`src/rtl/gram_frame_scheduler.sv`:
```
// SDRAM frame-buffer scheduler: one outstanding burst, 2/3-bank frame rotation.
// Optional define GRAM_FRAME_RESYNC_EN: a vsync edge aborts a partial write frame.
module gram_frame_scheduler #(
    parameter int BANK_NUM         = 3,
    parameter int ROW_W            = 13,
    parameter int COL_W            = 9,
    parameter int BURST_LEN        = 256,
    parameter int BURSTS_PER_FRAME = 1200,
    parameter int LVL_W            = 10,
    parameter int WR_THRESH        = 256,
    parameter int RD_THRESH        = 256,
    parameter int RD_URGENT        = 64,
    parameter int TIMEOUT          = 1023
) (
    input  logic                     clk,
    input  logic                     rst_n,
    input  logic                     init_done,
    input  logic [LVL_W-1:0]         in_level,
    input  logic [LVL_W-1:0]         out_level,
    input  logic                     wr_frame_sync,
    output logic                     wr_req,
    output logic [2+ROW_W+COL_W-1:0] wr_addr,
    input  logic                     wr_busy,
    output logic                     rd_req,
    output logic [2+ROW_W+COL_W-1:0] rd_addr,
    input  logic                     rd_busy,
    output logic                     wr_frame_done,
    output logic                     rd_frame_done,
    output logic [7:0]               repeat_cnt,
    output logic                     timeout_err
);
    localparam int IDX_W = (BURSTS_PER_FRAME > 1) ? $clog2(BURSTS_PER_FRAME) : 1;
    localparam int TMO_W = $clog2(TIMEOUT + 1);
    localparam logic [IDX_W-1:0] IDX_LAST = IDX_W'(BURSTS_PER_FRAME - 1);
    localparam logic [TMO_W-1:0] TMO_LAST = TMO_W'(TIMEOUT - 1);
    localparam logic [COL_W:0]   COL_STEP = (COL_W + 1)'(BURST_LEN);

    typedef enum logic [2:0] {IDLE, REQ, WAIT_HI, WAIT_LO, DONE} state_t;

    state_t             state, state_nx;
    logic               sel_rd, sel_rd_nx, rr_rd, rr_rd_nx, grant;
    logic               busy_q, cur_busy;
    logic [TMO_W-1:0]   tmo_cnt;
    logic [1:0]         wr_bank, rd_bank, latest, wr_bank_nx;
    logic               latest_valid;
    logic [ROW_W-1:0]   wr_row, rd_row;
    logic [COL_W-1:0]   wr_col, rd_col;
    logic [COL_W:0]     wr_col_sum, rd_col_sum;
    logic [IDX_W-1:0]   wr_idx, rd_idx;
    logic               wr_ok, rd_ok, rd_urgent;
    logic               wr_done, rd_done, wr_inflight, wr_abort;

`ifdef GRAM_FRAME_RESYNC_EN
    logic [2:0] sync_q;
    logic       sync_rise, resync_pend;

    assign sync_rise = sync_q[1] & ~sync_q[2];
    assign wr_abort  = (sync_rise && wr_idx != '0) || resync_pend;

    always_ff @(posedge clk or negedge rst_n) begin
        if (!rst_n) begin
            sync_q      <= '0;
            resync_pend <= 1'b0;
        end else begin
            sync_q      <= {sync_q[1:0], wr_frame_sync};
            // abort seen mid-burst is deferred to that burst's DONE cycle
            resync_pend <= wr_abort && wr_inflight && !wr_done;
        end
    end
`else
    logic sync_unused;
    assign sync_unused = wr_frame_sync;
    assign wr_abort    = 1'b0;
`endif

    assign cur_busy    = sel_rd ? rd_busy : wr_busy;
    assign wr_ok       = 32'(in_level) >= WR_THRESH && !wr_busy && !wr_abort;
    assign rd_ok       = 32'(out_level) < RD_THRESH && !rd_busy;
    assign rd_urgent   = 32'(out_level) < RD_URGENT;
    assign wr_done     = state == DONE && !sel_rd;
    assign rd_done     = state == DONE && sel_rd;
    assign wr_inflight = state != IDLE && !sel_rd;
    assign wr_req      = state == REQ && !sel_rd;
    assign rd_req      = state == REQ && sel_rd;
    assign wr_col_sum  = {1'b0, wr_col} + COL_STEP;
    assign rd_col_sum  = {1'b0, rd_col} + COL_STEP;
    // three banks sum to 3, so the free one is 3 - reader - newest
    assign wr_bank_nx  = (BANK_NUM == 3) ? 2'd3 - rd_bank - wr_bank
                                         : {1'b0, ~wr_bank[0]};

    always_comb begin
        state_nx  = state;
        sel_rd_nx = sel_rd;
        rr_rd_nx  = rr_rd;
        grant     = 1'b0;
        unique case (state)
            IDLE: begin
                if (init_done && (wr_ok || rd_ok)) begin
                    grant    = 1'b1;
                    state_nx = REQ;
                    if (rd_ok && rd_urgent) begin
                        sel_rd_nx = 1'b1;
                    end else if (wr_ok && rd_ok) begin
                        sel_rd_nx = rr_rd;
                        rr_rd_nx  = ~rr_rd;
                    end else begin
                        sel_rd_nx = rd_ok;
                    end
                end
            end
            REQ:     state_nx = WAIT_HI;
            WAIT_HI: begin
                if (cur_busy)                 state_nx = WAIT_LO;
                else if (tmo_cnt == TMO_LAST) state_nx = IDLE;
            end
            WAIT_LO: if (busy_q && !cur_busy) state_nx = DONE;
            DONE:    state_nx = IDLE;
            default: state_nx = IDLE;
        endcase
    end

    always_ff @(posedge clk or negedge rst_n) begin
        if (!rst_n) begin
            state  <= IDLE;
            sel_rd <= 1'b0;
            rr_rd  <= 1'b0;
            busy_q <= 1'b0;
            tmo_cnt     <= '0;
            timeout_err <= 1'b0;
            wr_addr <= '0;
            rd_addr <= '0;
        end else begin
            state  <= state_nx;
            sel_rd <= sel_rd_nx;
            rr_rd  <= rr_rd_nx;
            busy_q <= cur_busy;
            tmo_cnt <= (state == WAIT_HI) ? tmo_cnt + 1'b1 : '0;
            if (state == WAIT_HI && !cur_busy && tmo_cnt == TMO_LAST)
                timeout_err <= 1'b1;
            if (grant && !sel_rd_nx) wr_addr <= {wr_bank, wr_row, wr_col};
            if (grant && sel_rd_nx)  rd_addr <= {rd_bank, rd_row, rd_col};
        end
    end

    always_ff @(posedge clk or negedge rst_n) begin
        if (!rst_n) begin
            wr_bank <= '0;
            wr_row  <= '0;
            wr_col  <= '0;
            wr_idx  <= '0;
            latest  <= '0;
            latest_valid  <= 1'b0;
            wr_frame_done <= 1'b0;
        end else begin
            wr_frame_done <= 1'b0;
            if (wr_abort && (!wr_inflight || wr_done)) begin
                wr_row <= '0;
                wr_col <= '0;
                wr_idx <= '0;
            end else if (wr_done && wr_idx == IDX_LAST) begin
                latest        <= wr_bank;
                latest_valid  <= 1'b1;
                wr_frame_done <= 1'b1;
                wr_bank <= wr_bank_nx;
                wr_row  <= '0;
                wr_col  <= '0;
                wr_idx  <= '0;
            end else if (wr_done) begin
                wr_col <= wr_col_sum[COL_W-1:0];
                if (wr_col_sum[COL_W]) wr_row <= wr_row + 1'b1;
                wr_idx <= wr_idx + 1'b1;
            end
        end
    end

    always_ff @(posedge clk or negedge rst_n) begin
        if (!rst_n) begin
            rd_bank <= 2'(BANK_NUM - 1);
            rd_row  <= '0;
            rd_col  <= '0;
            rd_idx  <= '0;
            repeat_cnt    <= '0;
            rd_frame_done <= 1'b0;
        end else begin
            rd_frame_done <= 1'b0;
            if (rd_done && rd_idx == IDX_LAST) begin
                rd_frame_done <= 1'b1;
                if (latest_valid && latest != rd_bank)
                    rd_bank <= latest;
                else if (repeat_cnt != 8'hFF)
                    repeat_cnt <= repeat_cnt + 1'b1;
                rd_row <= '0;
                rd_col <= '0;
                rd_idx <= '0;
            end else if (rd_done) begin
                rd_col <= rd_col_sum[COL_W-1:0];
                if (rd_col_sum[COL_W]) rd_row <= rd_row + 1'b1;
                rd_idx <= rd_idx + 1'b1;
            end
        end
    end

    if (BANK_NUM == 3) begin : g_bank_chk
        a_no_shared_bank: assert property (
            @(posedge clk) disable iff (!rst_n) rd_bank != wr_bank);
    end

endmodule

```
`config.mk`:
```
export PLATFORM = sky130hd
export DESIGN_NAME = gram_frame_scheduler
export DESIGN_NICKNAME = d
export VERILOG_FILES = /design/src/rtl/gram_frame_scheduler.sv
export SDC_FILE = /design/constraint.sdc
export NUM_CORES = 1
export LEC_CHECK = 0
export ABC_CLOCK_PERIOD_IN_PS = 3390
export CAP_MARGIN = 20
export CORE_MARGIN = 4
export CORE_UTILIZATION = 45
export CTS_CLUSTER_DIAMETER = 100
export CTS_CLUSTER_SIZE = 30
export DETAILED_ROUTE_END_ITERATION = 10
export PLACE_DENSITY = 0.79
export SLEW_MARGIN = 20
export SYNTH_ARGS = -nofsm -noshare
export SYNTH_HDL_FRONTEND = slang
export SYNTH_SLANG_ARGS = --single-unit
```
`constraint.sdc`:
```
create_clock -name clk -period 3.39 [get_ports clk]
set_input_delay 1.017 -clock clk [delete_from_list [all_inputs] [get_ports clk]]
set_output_delay 1.017 -clock clk [all_outputs]
set_load 0.01 [all_outputs]
```
==> key figures <==
Synthesis
  – Post-synthesis adder-cell area fraction: under 10%
  – Syn. warnings: 0
  – Post-Synthesis Cells: 477
  – Syn_area_per_cell: approximately 11 um2
  – Xor and xnor area share after synthesis: 9.13%
  – Synth area leaders: dfrtp_1 55%, mux2_2 7.3%, xor2_1 6.1%
  – Synth Register Bits: approximately 120
  – Leading area contributor after synthesis: dfrtp_1
  – Main combinational cell family by area after synthesis: simple AND/OR/NAND/NOR gates
  – Synth Cell Area: 0.00527 mm2
  – Post-synthesis mux area share: 7.64%
  – Compound-Gate Fraction of Synth Area: between 3 and 4%
  – Area fraction of the dominant cell type after synthesis: 54.6%
  – Simple-gate share of the synthesized area: 18.0%
  – Netlist cell types: between 40 and 50
  – Seq/Total Area, Yosys: 55.1%

Timing
  – Slew HR: between 50% and 60%
  – Final worst path period need: just over 3 ns
  – Fmax: 331 MHz
  – Final setup viols: 0
  – Setup TNS: 0 ns
  – Unrepaired setup endpoints after global routing: no
  – Hold Vio Cnt, Final: 0
  – Worst Tran Pin Value: 0.699 ns
  – Layout Skew: a little under 0.01 ns
  – Period utilisation layout: about nine tenths
  – Max-slew violation count: 0

Worst setup path
  – CP arrival: approximately 2.0 ns
  – Slowest stage cell on the critical path: clkdlybuf4s50_1
  – Crit Path Class: reg2out
  – Max FO, Critical Path: 8
  – Critical path launch point type: register
  – CP required: 2.37 ns
  – Crit. End Element: output port
  – Worst path cell trace: inv_1, nor4b_1, clkdlybuf4s50_1
  – Slowest stage delay, CP: 0.61 ns

Floorplan
  – Row count: 39
  – Initial Util: ~46%
  – Core area: between 0.01 and 0.015 mm2
  – Die width: between 100 and 150 um
  – Die ar.: about 0.014 mm2
  – Num ports: slightly below 90
  – Die Height: approximately 120 um

Clock tree
  – Inserted Clock Buffers: 17
  – Clk sinks: between 100 and 150
  – Worst-Skew Late Latency: 0.41 ns
  – Clock-pin slew on the worst setup and hold paths: approximately 0.050 ns
  – Root Buffer: clkbuf_16
  – Resize count post-CTS: 0
  – # Post-CTS Setup Buffers: 0
  – Hold buffers post-CTS: 0
  – CTS tree: built
  – Clk buf depth: 2
  – H-Tree Depth: 4

Power
  – Maximum vdd ir drop: approximately 450 uV
  – Total power: roughly 3.6 mW
  – Power Dens Cells: between 500 and 600 mW/mm2
  – Leakage: roughly 3.0 nW

Final layout
  – Utilization after layout: 56.3%
  – Final net count: 576
  – Antenna diodes: 0
  – Fill count: approximately 960
  – Post-Layout Cell Count: ~700
  – Share of cells above drive strength 1: roughly 14%
  – Layout area overhead: 22.5%

Routing
  – Via density: between 5 and 6
  – Wirelength, routed: slightly above 10 mm
  – Via count: 3600
  – # DRC: 0
  – Initial DRT Pass Iterations: 4
  – Drt wl/cell: 14.6 um
  – ANT nets after route: 0
  – Number of DRC markers in iteration 0: roughly 150

Global routing
  – Tot GR Track Use: 16.5%
  – Vias in the first global route: 3693
  – Largest net degree at the start of global routing: 49
  – Initial antenna violation count: 0
  – Gr ovfl total: 0
  – First-pass GRT wire length: 17.3 mm

Place
  – Gpl congestion: 0.807
  – DP HPWL: around 6.8 mm
  – IO buf count: between 50 and 60
  – DP Cell Count: about 670

Worst hold path
  – HP Class: reg2reg

Flow run
  – MaxCap Viol Count: 0

Status
  – Status: completed
-- layout by cell type, fill, tap and decap left out, types with 16 or more instances in the layout --
| cell type | synthesis | layout |
|---|---|---|
| xor2_1 | 37 | 37 |
| nand2_1 | 54 | 54 |
| clkdlybuf4s50_1 | 0 | 54 |
| conb_1 | 1 | 16 |
| nor2_1 | 48 | 48 |
| xnor2_1 | 18 | 18 |
| mux2_2 | 34 | 34 |
| clkbuf_16 | 0 | 17 |
| dfrtp_1 | 115 | 115 |
| nand3_1 | 28 | 28 |
-- per-layer routing --
layer | up-vias | GRT usage, % | wire, um
li1 | 1734 | - | -
met1 | 1771 | 20.9 | 4590
met2 | 80 | 25.5 | 4920
met3 | 15 | 6.11 | 485
met4 | 0 | 7.35 | 156
met5 | - | 0 | 0
-- final cells by class --
class / instances / area [um2] / area share, %
inverter: 8 / 30.0 / 0.465
clock buffer: 21 / 460 / 7.13
clock inverter: 6 / 82.6 / 1.28
multi-input combinational: 336 / 2180 / 33.8
timing repair buffer: 63 / 621 / 9.60
tap: 143 / 179 / 2.77
sequential: 116 / 2900 / 44.9
-- sequential cells by signal (all words and copies together) (netlist names), 2 cells and up --
signal and count:
rd_addr 16, wr_addr 16, rd_row 13, wr_row 13
rd_idx 11, wr_idx 11, tmo_cnt 10, repeat_cnt 8
state 3, latest 2, rd_bank 2, wr_bank 2
-- critical path, delay by kind of cell, from the launching register on --
kind          cells  cell delay [ns]
buf+inv           2             0.77
simple gates      1             0.33
flops             1             0.49
-- cell families (layout without fill, tap and decap cells) --
group / after synthesis / in the layout
other: 1 / 16
XOR/XNOR: 55 / 55
buffers and inverters: 40 / 98
flip-flops: 116 / 116
adder cells (fa/ha/maj): 8 / 8
multiplexers: 36 / 36
AO/OA/AOI/OAI: 32 / 32
AND/OR/NAND/NOR: 189 / 189
-- stage by stage --
step           cell area (um2)  worst slack (ns)  hold slack, ns
2_1_floorplan             5330             0.844           0.441
3_3_place_gp              5920             0.484           0.455
3_5_place_dp              5920             0.424           0.464
4_1_cts                   6460             0.328           0.473
5_1_grt                   6460             0.233           0.510
6_report                  6460             0.373           0.467
-- path summary, 6_finish.rpt --
kind / depth (start not counted) / from / slack (ns) / endpoint
worst min-delay path: 1 / rr_rd$_DFFE_PN0P_ / 0.47 / rr_rd$_DFFE_PN0P_
worst max register to register: 5 / state[1]$_DFFE_PN0P_ / 0.97 / wr_idx[7]$_DFFE_PN0P_
worst min register to register: 1 / rr_rd$_DFFE_PN0P_ / 0.47 / rr_rd$_DFFE_PN0P_
max in group asynchronous: 2 / rst_n / 2.01 / rd_idx[2]$_DFFE_PN0P_
min in group asynchronous: 1 / rst_n / 0.62 / wr_row[8]$_DFFE_PN0P_
worst max-delay path: 3 / state[0]$_DFFE_PN0P_ / 0.37 / rd_req
-- power breakdown --
| part | internal (mW) | switching, mW | total, mW |
|---|---|---|---|
| logic | 0.142 | 0.172 | 0.314 |
| clock network | 1.09 | 0.578 | 1.67 |
| registers | 1.46 | 0.114 | 1.58 |
| total | 2.70 | 0.863 | 3.56 |
-- cell usage after synthesis, drive strengths merged --
library cell and number:
or4b 1, o2111ai 1, nor4 1, nand2 54, dfstp 1, xor2 37
a21oi 9, and2 1, nor3b 1, dfrtp 115, inv 8, o311ai 1
ha 8, and4 4, mux2 34, conb 1, mux2i 2, nand4bb 1
or4 1, nor4bb 2, or3 5, buf 28, nand2b 1, nor4b 3
o211ai 2, clkbuf 4, o21bai 1, nand3b 2, xnor2 18, nor2 48
nand3 28, nand4b 1, and3 13, o31ai 1, nand4 15, nor3 7
o21ai 17
Power figures use the tool's default switching activity.
